$ cat config.mk
export PLATFORM = sky130hd
export DESIGN_NAME = spad_w_seq_flat
export DESIGN_NICKNAME = d
export VERILOG_FILES = /design/src/rtl/spad_w_seq_if.sv /design/src/rtl/spad_w_seq.sv /design/src/flat_wrapper.sv
export SDC_FILE = /design/constraint.sdc
export NUM_CORES = 1
export LEC_CHECK = 0
export CAP_MARGIN = 20
export CORE_UTILIZATION = 38
export CTS_BUF_LIST = sky130_fd_sc_hd__clkbuf_4
export DETAILED_ROUTE_END_ITERATION = 10
export PLACE_DENSITY = 0.9
export SYNTH_ARGS = -nofsm -noshare
export SYNTH_HDL_FRONTEND = slang
export SYNTH_SLANG_ARGS = --single-unit
$ cat constraint.sdc
create_clock -name sclk -period 2.48 [get_ports sclk]
set_input_delay 0.496 -clock sclk [delete_from_list [all_inputs] [get_ports sclk]]
set_output_delay 0.496 -clock sclk [all_outputs]
set_load 0.05 [all_outputs]
$ cat src/rtl/spad_w_seq_if.sv
`default_nettype none
// ============================================================================
//  Module      : spad_w_seq_if
//  Description : Bundle of the weight-stream, SPAD_W control and PE handshake
//                signals around the weight scratchpad sequencer.
//                master : sequencer side (accepts weights, drives SPAD and PE)
//                slave  : environment side (weight source, SPAD, PE)
//  Signals     : w_valid/w_data/w_ready    upstream weight stream
//                spad_we_en/spad_addr_we/spad_data_in/spad_addr_re  SPAD_W
//                pe_valid/pe_ready/pe_last PE weight handshake
//  Revision    : 1.0  initial release
// ============================================================================
interface spad_w_seq_if #(
    parameter int WEIGHT_DW = 32,
    parameter int AW        = 3
) ();
    logic                 w_valid;
    logic [WEIGHT_DW-1:0] w_data;
    logic                 w_ready;
    logic                 spad_we_en;
    logic [AW-1:0]        spad_addr_we;
    logic [WEIGHT_DW-1:0] spad_data_in;
    logic [AW-1:0]        spad_addr_re;
    logic                 pe_valid;
    logic                 pe_ready;
    logic                 pe_last;

    modport master (
        input  w_valid, w_data, pe_ready,
        output w_ready, spad_we_en, spad_addr_we, spad_data_in,
               spad_addr_re, pe_valid, pe_last
    );

    modport slave (
        output w_valid, w_data, pe_ready,
        input  w_ready, spad_we_en, spad_addr_we, spad_data_in,
               spad_addr_re, pe_valid, pe_last
    );
endinterface
`default_nettype wire

$ cat src/rtl/spad_w_seq.sv
`default_nettype none
// ============================================================================
//  Module      : spad_w_seq
//  Description : Sequencer for one weight scratchpad. Loads n = min(num_w,
//                DEPTH) weights from the upstream stream into the SPAD, then
//                replays them in address order p = max(num_pass,1) times to
//                the PE. Reads never overlap writes: LOAD and READ are
//                separate phases.
//  Ports       : sclk      clock, all logic on posedge
//                rst       synchronous reset, active-high
//                start     start pulse, sampled only when idle
//                num_w     weights to load/replay, sampled with start
//                num_pass  replay passes, sampled with start
//                bus       spad_w_seq_if.master (stream, SPAD, PE signals)
//                busy      sequencer not idle
//                done      one-cycle completion pulse
//  Revision    : 1.0  initial release
// ============================================================================
module spad_w_seq #(
    parameter int WEIGHT_DW = 32,
    parameter int DEPTH     = 8,
    parameter int PASS_W    = 8,
    parameter int AW        = (DEPTH > 1) ? $clog2(DEPTH) : 1
) (
    input  wire              sclk,
    input  wire              rst,
    input  wire              start,
    input  wire [AW:0]       num_w,
    input  wire [PASS_W-1:0] num_pass,
    spad_w_seq_if.master     bus,
    output logic             busy,
    output logic             done
);

    typedef enum logic [1:0] {
        S_IDLE = 2'd0,
        S_LOAD = 2'd1,
        S_READ = 2'd2,
        S_DONE = 2'd3
    } state_t;

    localparam logic [AW:0]       c_depth_n = (AW+1)'(DEPTH);
    localparam logic [AW:0]       c_one_n   = (AW+1)'(1);
    localparam logic [AW-1:0]     c_one_a   = AW'(1);
    localparam logic [PASS_W-1:0] c_one_p   = PASS_W'(1);

    state_t              r_state;
    state_t              w_state_nxt;
    logic [AW:0]         r_n;
    logic [PASS_W-1:0]   r_p;
    logic [AW-1:0]       r_wr_cnt;
    logic [AW-1:0]       r_rd_cnt;
    logic [PASS_W-1:0]   r_pass_cnt;

    logic [AW:0]         w_n_clamp;
    logic [PASS_W-1:0]   w_p_clamp;
    logic [AW:0]         w_n_last;
    logic                w_wr_last;
    logic                w_rd_last;
    logic                w_pass_last;
    logic                w_wr_acc;
    logic                w_rd_acc;

    // Job size is fixed at start: n saturates at DEPTH, zero passes means one.
    assign w_n_clamp = (num_w > c_depth_n) ? c_depth_n : num_w;
    assign w_p_clamp = (num_pass == '0) ? c_one_p : num_pass;

    // n can equal DEPTH, so compare in AW+1 bits against n-1.
    assign w_n_last    = r_n - c_one_n;
    assign w_wr_last   = ({1'b0, r_wr_cnt} == w_n_last);
    assign w_rd_last   = ({1'b0, r_rd_cnt} == w_n_last);
    assign w_pass_last = (r_pass_cnt == (r_p - c_one_p));

    assign w_wr_acc = (r_state == S_LOAD) && bus.w_valid;
    assign w_rd_acc = (r_state == S_READ) && bus.pe_ready;

    // ------------------------------------------------------------------
    // State register
    // ------------------------------------------------------------------
    always_ff @(posedge sclk) begin
        if (rst) begin
            r_state <= S_IDLE;
        end else begin
            r_state <= w_state_nxt;
        end
    end

    // ------------------------------------------------------------------
    // Next state and outputs
    // ------------------------------------------------------------------
    always_comb begin
        w_state_nxt      = r_state;
        bus.w_ready      = 1'b0;
        bus.spad_we_en   = 1'b0;
        bus.spad_addr_we = '0;
        bus.spad_data_in = '0;
        bus.spad_addr_re = '0;
        bus.pe_valid     = 1'b0;
        bus.pe_last      = 1'b0;
        busy             = (r_state != S_IDLE);
        done             = 1'b0;

        case (r_state)
            S_IDLE: begin
                if (start) begin
                    // An empty job skips the SPAD entirely.
                    w_state_nxt = (w_n_clamp == '0) ? S_DONE : S_LOAD;
                end
            end
            S_LOAD: begin
                bus.w_ready      = 1'b1;
                bus.spad_we_en   = bus.w_valid;
                bus.spad_addr_we = r_wr_cnt;
                bus.spad_data_in = bus.w_data;
                if (bus.w_valid && w_wr_last) begin
                    w_state_nxt = S_READ;
                end
            end
            S_READ: begin
                // The SPAD read port is combinational on addr_re, so holding
                // rd_cnt during a stall keeps the weight stable for the PE.
                bus.spad_addr_re = r_rd_cnt;
                bus.pe_valid     = 1'b1;
                bus.pe_last      = w_rd_last && w_pass_last;
                if (bus.pe_ready && w_rd_last && w_pass_last) begin
                    w_state_nxt = S_DONE;
                end
            end
            S_DONE: begin
                done        = 1'b1;
                w_state_nxt = S_IDLE;
            end
            default: begin
                w_state_nxt = S_IDLE;
            end
        endcase
    end

    // ------------------------------------------------------------------
    // Job parameters and counters
    // ------------------------------------------------------------------
    always_ff @(posedge sclk) begin
        if (rst) begin
            r_n        <= '0;
            r_p        <= '0;
            r_wr_cnt   <= '0;
            r_rd_cnt   <= '0;
            r_pass_cnt <= '0;
        end else begin
            case (r_state)
                S_IDLE: begin
                    if (start) begin
                        r_n <= w_n_clamp;
                        r_p <= w_p_clamp;
                    end
                end
                S_LOAD: begin
                    if (w_wr_acc) begin
                        r_wr_cnt <= w_wr_last ? '0 : (r_wr_cnt + c_one_a);
                    end
                end
                S_READ: begin
                    if (w_rd_acc) begin
                        if (w_rd_last) begin
                            r_rd_cnt   <= '0;
                            // Clearing on the final pass leaves the counters
                            // ready for the next job.
                            r_pass_cnt <= w_pass_last ? '0 : (r_pass_cnt + c_one_p);
                        end else begin
                            r_rd_cnt <= r_rd_cnt + c_one_a;
                        end
                    end
                end
                default: begin
                end
            endcase
        end
    end

endmodule
`default_nettype wire

$ cat src/flat_wrapper.sv
// flat-port wrapper written by rule: the top's interface ports become plain ports
module spad_w_seq_flat 
#(
    parameter int WEIGHT_DW = 32,
    parameter int DEPTH     = 8,
    parameter int PASS_W    = 8,
    parameter int AW        = (DEPTH > 1) ? $clog2(DEPTH) : 1
)
  (sclk, rst, start, num_w, num_pass, busy, done, bus_w_valid, bus_w_data, bus_pe_ready, bus_w_ready, bus_spad_we_en, bus_spad_addr_we, bus_spad_data_in, bus_spad_addr_re, bus_pe_valid, bus_pe_last);
  spad_w_seq_if #(.WEIGHT_DW(WEIGHT_DW), .AW(AW)) bus_i ();
  input  wire sclk;
  input  wire rst;
  input  wire start;
  input  wire [AW:0] num_w;
  input  wire [PASS_W-1:0] num_pass;
  output logic busy;
  output logic done;
  input wire logic [$bits(bus_i.w_valid)-1:0] bus_w_valid;
  input wire logic [$bits(bus_i.w_data)-1:0] bus_w_data;
  input wire logic [$bits(bus_i.pe_ready)-1:0] bus_pe_ready;
  output wire logic [$bits(bus_i.w_ready)-1:0] bus_w_ready;
  output wire logic [$bits(bus_i.spad_we_en)-1:0] bus_spad_we_en;
  output wire logic [$bits(bus_i.spad_addr_we)-1:0] bus_spad_addr_we;
  output wire logic [$bits(bus_i.spad_data_in)-1:0] bus_spad_data_in;
  output wire logic [$bits(bus_i.spad_addr_re)-1:0] bus_spad_addr_re;
  output wire logic [$bits(bus_i.pe_valid)-1:0] bus_pe_valid;
  output wire logic [$bits(bus_i.pe_last)-1:0] bus_pe_last;
  assign bus_i.w_valid = bus_w_valid;
  assign bus_i.w_data = bus_w_data;
  assign bus_i.pe_ready = bus_pe_ready;
  assign bus_w_ready = bus_i.w_ready;
  assign bus_spad_we_en = bus_i.spad_we_en;
  assign bus_spad_addr_we = bus_i.spad_addr_we;
  assign bus_spad_data_in = bus_i.spad_data_in;
  assign bus_spad_addr_re = bus_i.spad_addr_re;
  assign bus_pe_valid = bus_i.pe_valid;
  assign bus_pe_last = bus_i.pe_last;
  spad_w_seq #(.WEIGHT_DW(WEIGHT_DW), .DEPTH(DEPTH), .PASS_W(PASS_W), .AW(AW)) u_core (.sclk(sclk), .rst(rst), .start(start), .num_w(num_w), .num_pass(num_pass), .bus(bus_i), .busy(busy), .done(done));
endmodule
==> summary.txt <==
Status
  – Outcome: complete, but fails checks
  – Violated checks: setup timing

STA
  – Worst setup margin: -0.270 ns
  – Final Hold Fails: 0
  – Unrepaired setup endpoints after global routing: true
  – Post-layout min period: roughly 2.8 ns
  – Final Max Tran Viols: 0
  – Tcrit/Tclk final: 1.11
  – Setup violations, final: 2
  – Worst Tran Pin Value: 0.490 ns
  – Max-Slew Margin vs Limit: 0.672
  – Peak Freq: around 360 MHz
  – Worst clock skew: between 0.01 and 0.015 ns

Drt
  – Initial DRC count: 55
  – Post-DR wirelength/cell: 13.8 µm
  – Routed Antenna Nets: 0
  – Via density: ~5.0
  – Vias: around 2.1k
  – Routed WL: approximately 5700 µm
  – Post-route DRC: 0
  – Drt first pass iters: 4

Global routing
  – Vias in the first global route: 1987
  – Initial antenna violation count: 3
  – Grt total ovfl: 0
  – First-pass GRT wire length: 9110 µm
  – GRT Resource Usage Total: 0.223
  – Pin count of the biggest net entering global routing: 21

Floorplan
  – Row Count: 25
  – Core area: 0.00479 mm²
  – Initial core utilization: 0.399
  – Die width: 72.9 µm
  – I/O pin total: 93
  – Die ar.: between 0.005 and 0.006 mm²
  – Die Y: between 70 and 80 µm

Place
  – PortBufs: approximately 90
  – Detailed Place HPWL: 4640 µm
  – Placed Cells: 401
  – Gp weighted congestion: 0.855
  – Dpl cell area: approximately 0.0033 mm²

Layout
  – Area of the multi-input gates: between 0.001 and 0.0015 mm²
  – Fin nets: about 400
  – Final std cells w/o fill: 411
  – Design area: approximately 0.0034 mm²
  – Share of cells above drive strength 1: 0.223
  – Fill cells: around 330
  – Register Area: about 560 µm²
  – Layout Utilization: 0.717
  – Area grow syn2layout: 79.5%

Logic synthesis
  – Syn Inst Count: roughly 250
  – Register bit total from synthesis: 28
  – Ys async rst share: 0
  – Yosys top cell by area: dfxtp_1
  – Netlist cell types: 39
  – Share of the synthesized area in the top cell type: 0.293
  – Mapped Nets: slightly above 300
  – Sequential fraction of the synthesis area: 0.293
  – Top_reg_cell synth: dfxtp_1
  – Yosys warning total: 0
  – Area contributors post-synth: dfxtp_1 (29%), and2_1 (13%), ha_1 (6.5%), nand2_1 (5.9%), xnor2_1 (5.5%)
  – Syn avg cell area: just under 8 µm²
  – Synthesized area: between 0.0015 and 0.002 mm²
  – Post-synth EDFFs: 0

Worst hold path
  – Hold Path Stages: 2
  – Path category of the worst min-delay check: flop to flop
  – Hold Path Sink: u_core.r_p[7]
  – Hold Startpoint: u_core.r_p[7]

Power
  – P_leak: between 1 and 1.5 nW
  – Peak supply drop: between 0.0005 and 0.0006 V
  – Combinational share of power: 0.751
  – Total power: between 0.002 and 0.003 W
  – Psw: 0.00138 W
  – Clk pwr share: 0.064
  – Sequential power share: 0.185
  – Sw Share: 0.463
  – Internal: about 0.0016 W
  – PD cells: 869 mW/mm²

Worst setup path
  – Startpoint types: flop
  – Crit path kind: flop to output port
  – Worst Path Max Fanout: 3
  – Arrival @ worst endpoint: approximately 2.3 ns
  – Worst setup EP type: output port
  – R2R depth: 9
  – Worst R2R Setup Slack: -0.05 ns
  – Reg-to-reg endpoint: u_core.r_state[1]
  – Critical path required time: approximately 2.0 ns
  – Worst r2r src: u_core.r_p[0]

Clock tree
  – # hold bufs at CTS: 0
  – Clk buf depth: 2
  – Latest clock arrival within the worst-skew pair: 0.33 ns
  – Clk pin slew, worst setup/hold paths: ~0.15 ns
  – CTS tree: done
  – Clock Tree Root: clkbuf_4
  – H-tree depth: 1
  – TritonCTS Buffers: 3
  – Clk sinks: 28

Job
  – Max cap viols: 0
[critical path, stage by stage, from the launching register on]
cell	delay [ns]
dfxtp_2	0.35
or4_4	0.53
or3_1	0.32
and3_4	0.19
o21ai_4	0.15
a21oi_4	0.08
and3_4	0.16
buf_12	0.14
[synth_stat cells (4+ instances only)]
master	number
a21oi_1	18
and2_1	39
clkbuf_1	11
dfxtp_1	28
ha_1	10
inv_1	9
mux2i_1	4
nand2_1	30
nand3_1	7
nand3b_1	6
nand4_1	4
nor2_1	22
xnor2_1	12
xor2_1	12
[per-stage QoR]
stage,worst slack (ns),setup TNS (ns),hold WS (ns)
4_1_cts,-0.246,-0.246,0.499
6_report,-0.270,-0.318,0.497
2_1_floorplan,0.0726,0,0.449
3_5_place_dp,0.0673,0,0.480
5_1_grt,-0.367,-0.502,0.520
3_3_place_gp,0.0928,0,0.464
[power by group through the flow]
stage          combinational [W]  sequential, W  clock [W]
2_1_floorplan            0.00119       0.000548          0
3_3_place_gp             0.00215       0.000553          0
3_5_place_dp             0.00218       0.000560          0
4_1_cts                  0.00222       0.000549   0.000194
5_1_grt                  0.00236       0.000560   0.000218
6_report                 0.00224       0.000552   0.000191
[logic make-up (layout without fill, tap and decap cells)]
| logic type | Yosys count | in the layout | synth area share |
|---|---|---|---|
| AND/OR/NAND/NOR | 124 | 124 | 0.344 |
| AO/OA/AOI/OAI | 34 | 34 | 0.121 |
| flip-flops | 28 | 28 | 0.293 |
| XOR/XNOR | 24 | 24 | 0.110 |
| buffers and inverters | 20 | 116 | 0.0393 |
| adder cells (fa/ha/maj) | 10 | 10 | 0.0655 |
| multiplexers | 5 | 5 | 0.0269 |
| other | 0 | 3 | 0 |
[state kept, by name, indices dropped and copies added, names as in the netlist]
register and cells:
u_core.r_p 8, u_core.r_state 2, u_core.r_wr_cnt 3, u_core.r_pass_cnt 8
u_core.r_n 4, u_core.r_rd_cnt 3
[layout make-up]
cell class                 count  share of cell area
antenna                        3             0.00219
clock buffer                   3             0.00657
clock inverter                 1             0.00109
inverter                       9             0.00985
multi-input combinational    197               0.387
sequential                    28               0.165
tap                           67              0.0244
timing repair buffer         103               0.405
[worst max path at each step]
| stage | start | to | slack [ns] | cells after the start |
|---|---|---|---|---|
| after floorplan | u_core.r_p[0] | bus_pe_last | 0.07 | 4 |
| after global placement | u_core.r_p[1] | bus_pe_last | 0.09 | 7 |
| after detailed placement | u_core.r_p[1] | bus_pe_last | 0.07 | 7 |
| after CTS | u_core.r_p[0] | bus_pe_last | -0.25 | 7 |
| after global routing | u_core.r_n[0] | bus_pe_last | -0.37 | 6 |
| final | u_core.r_p[0] | bus_pe_last | -0.27 | 7 |
[cells in the final DEF, fill, tap and decap left out, types with 2 or more instances in the layout]
| master | count |
|---|---|
| nand3_1 | 7 |
| buf_4 | 13 |
| o21ai_0 | 2 |
| clkbuf_4 | 3 |
| nor4_1 | 2 |
| xor2_1 | 12 |
| mux2i_1 | 4 |
| inv_2 | 2 |
| xnor2_1 | 12 |
| nor2b_1 | 2 |
| nand2_1 | 30 |
| nand3b_1 | 6 |
| or3_1 | 3 |
| dfxtp_2 | 3 |
| nand4_1 | 4 |
| clkdlybuf4s50_1 | 50 |
| diode_2 | 3 |
| ha_1 | 8 |
| and3_4 | 2 |
| nor3_1 | 2 |
| dfxtp_1 | 25 |
| or4_4 | 2 |
| inv_1 | 7 |
| buf_12 | 39 |
| and2_1 | 39 |
| a21oi_1 | 18 |
| a211oi_1 | 2 |
| nor2_1 | 22 |
[per-layer routing]
| metal | GRT usage | up-vias | part of all wire |
|---|---|---|---|
| met5 | 0 | - | 0 |
| met4 | 0.115 | 0 | 0.035 |
| met3 | 0.0497 | 12 | 0.075 |
| met2 | 0.423 | 91 | 0.52 |
| met1 | 0.226 | 938 | 0.37 |
| li1 | - | 1020 | - |
[timing repair]
item,CTS,global route
setup buffers,3,1
pin swaps,5,5
hold endpoints to repair,0,0
endpoints found under the setup margin,2,12
gates resized for setup,9,7
Power figures use the tool's default switching activity.
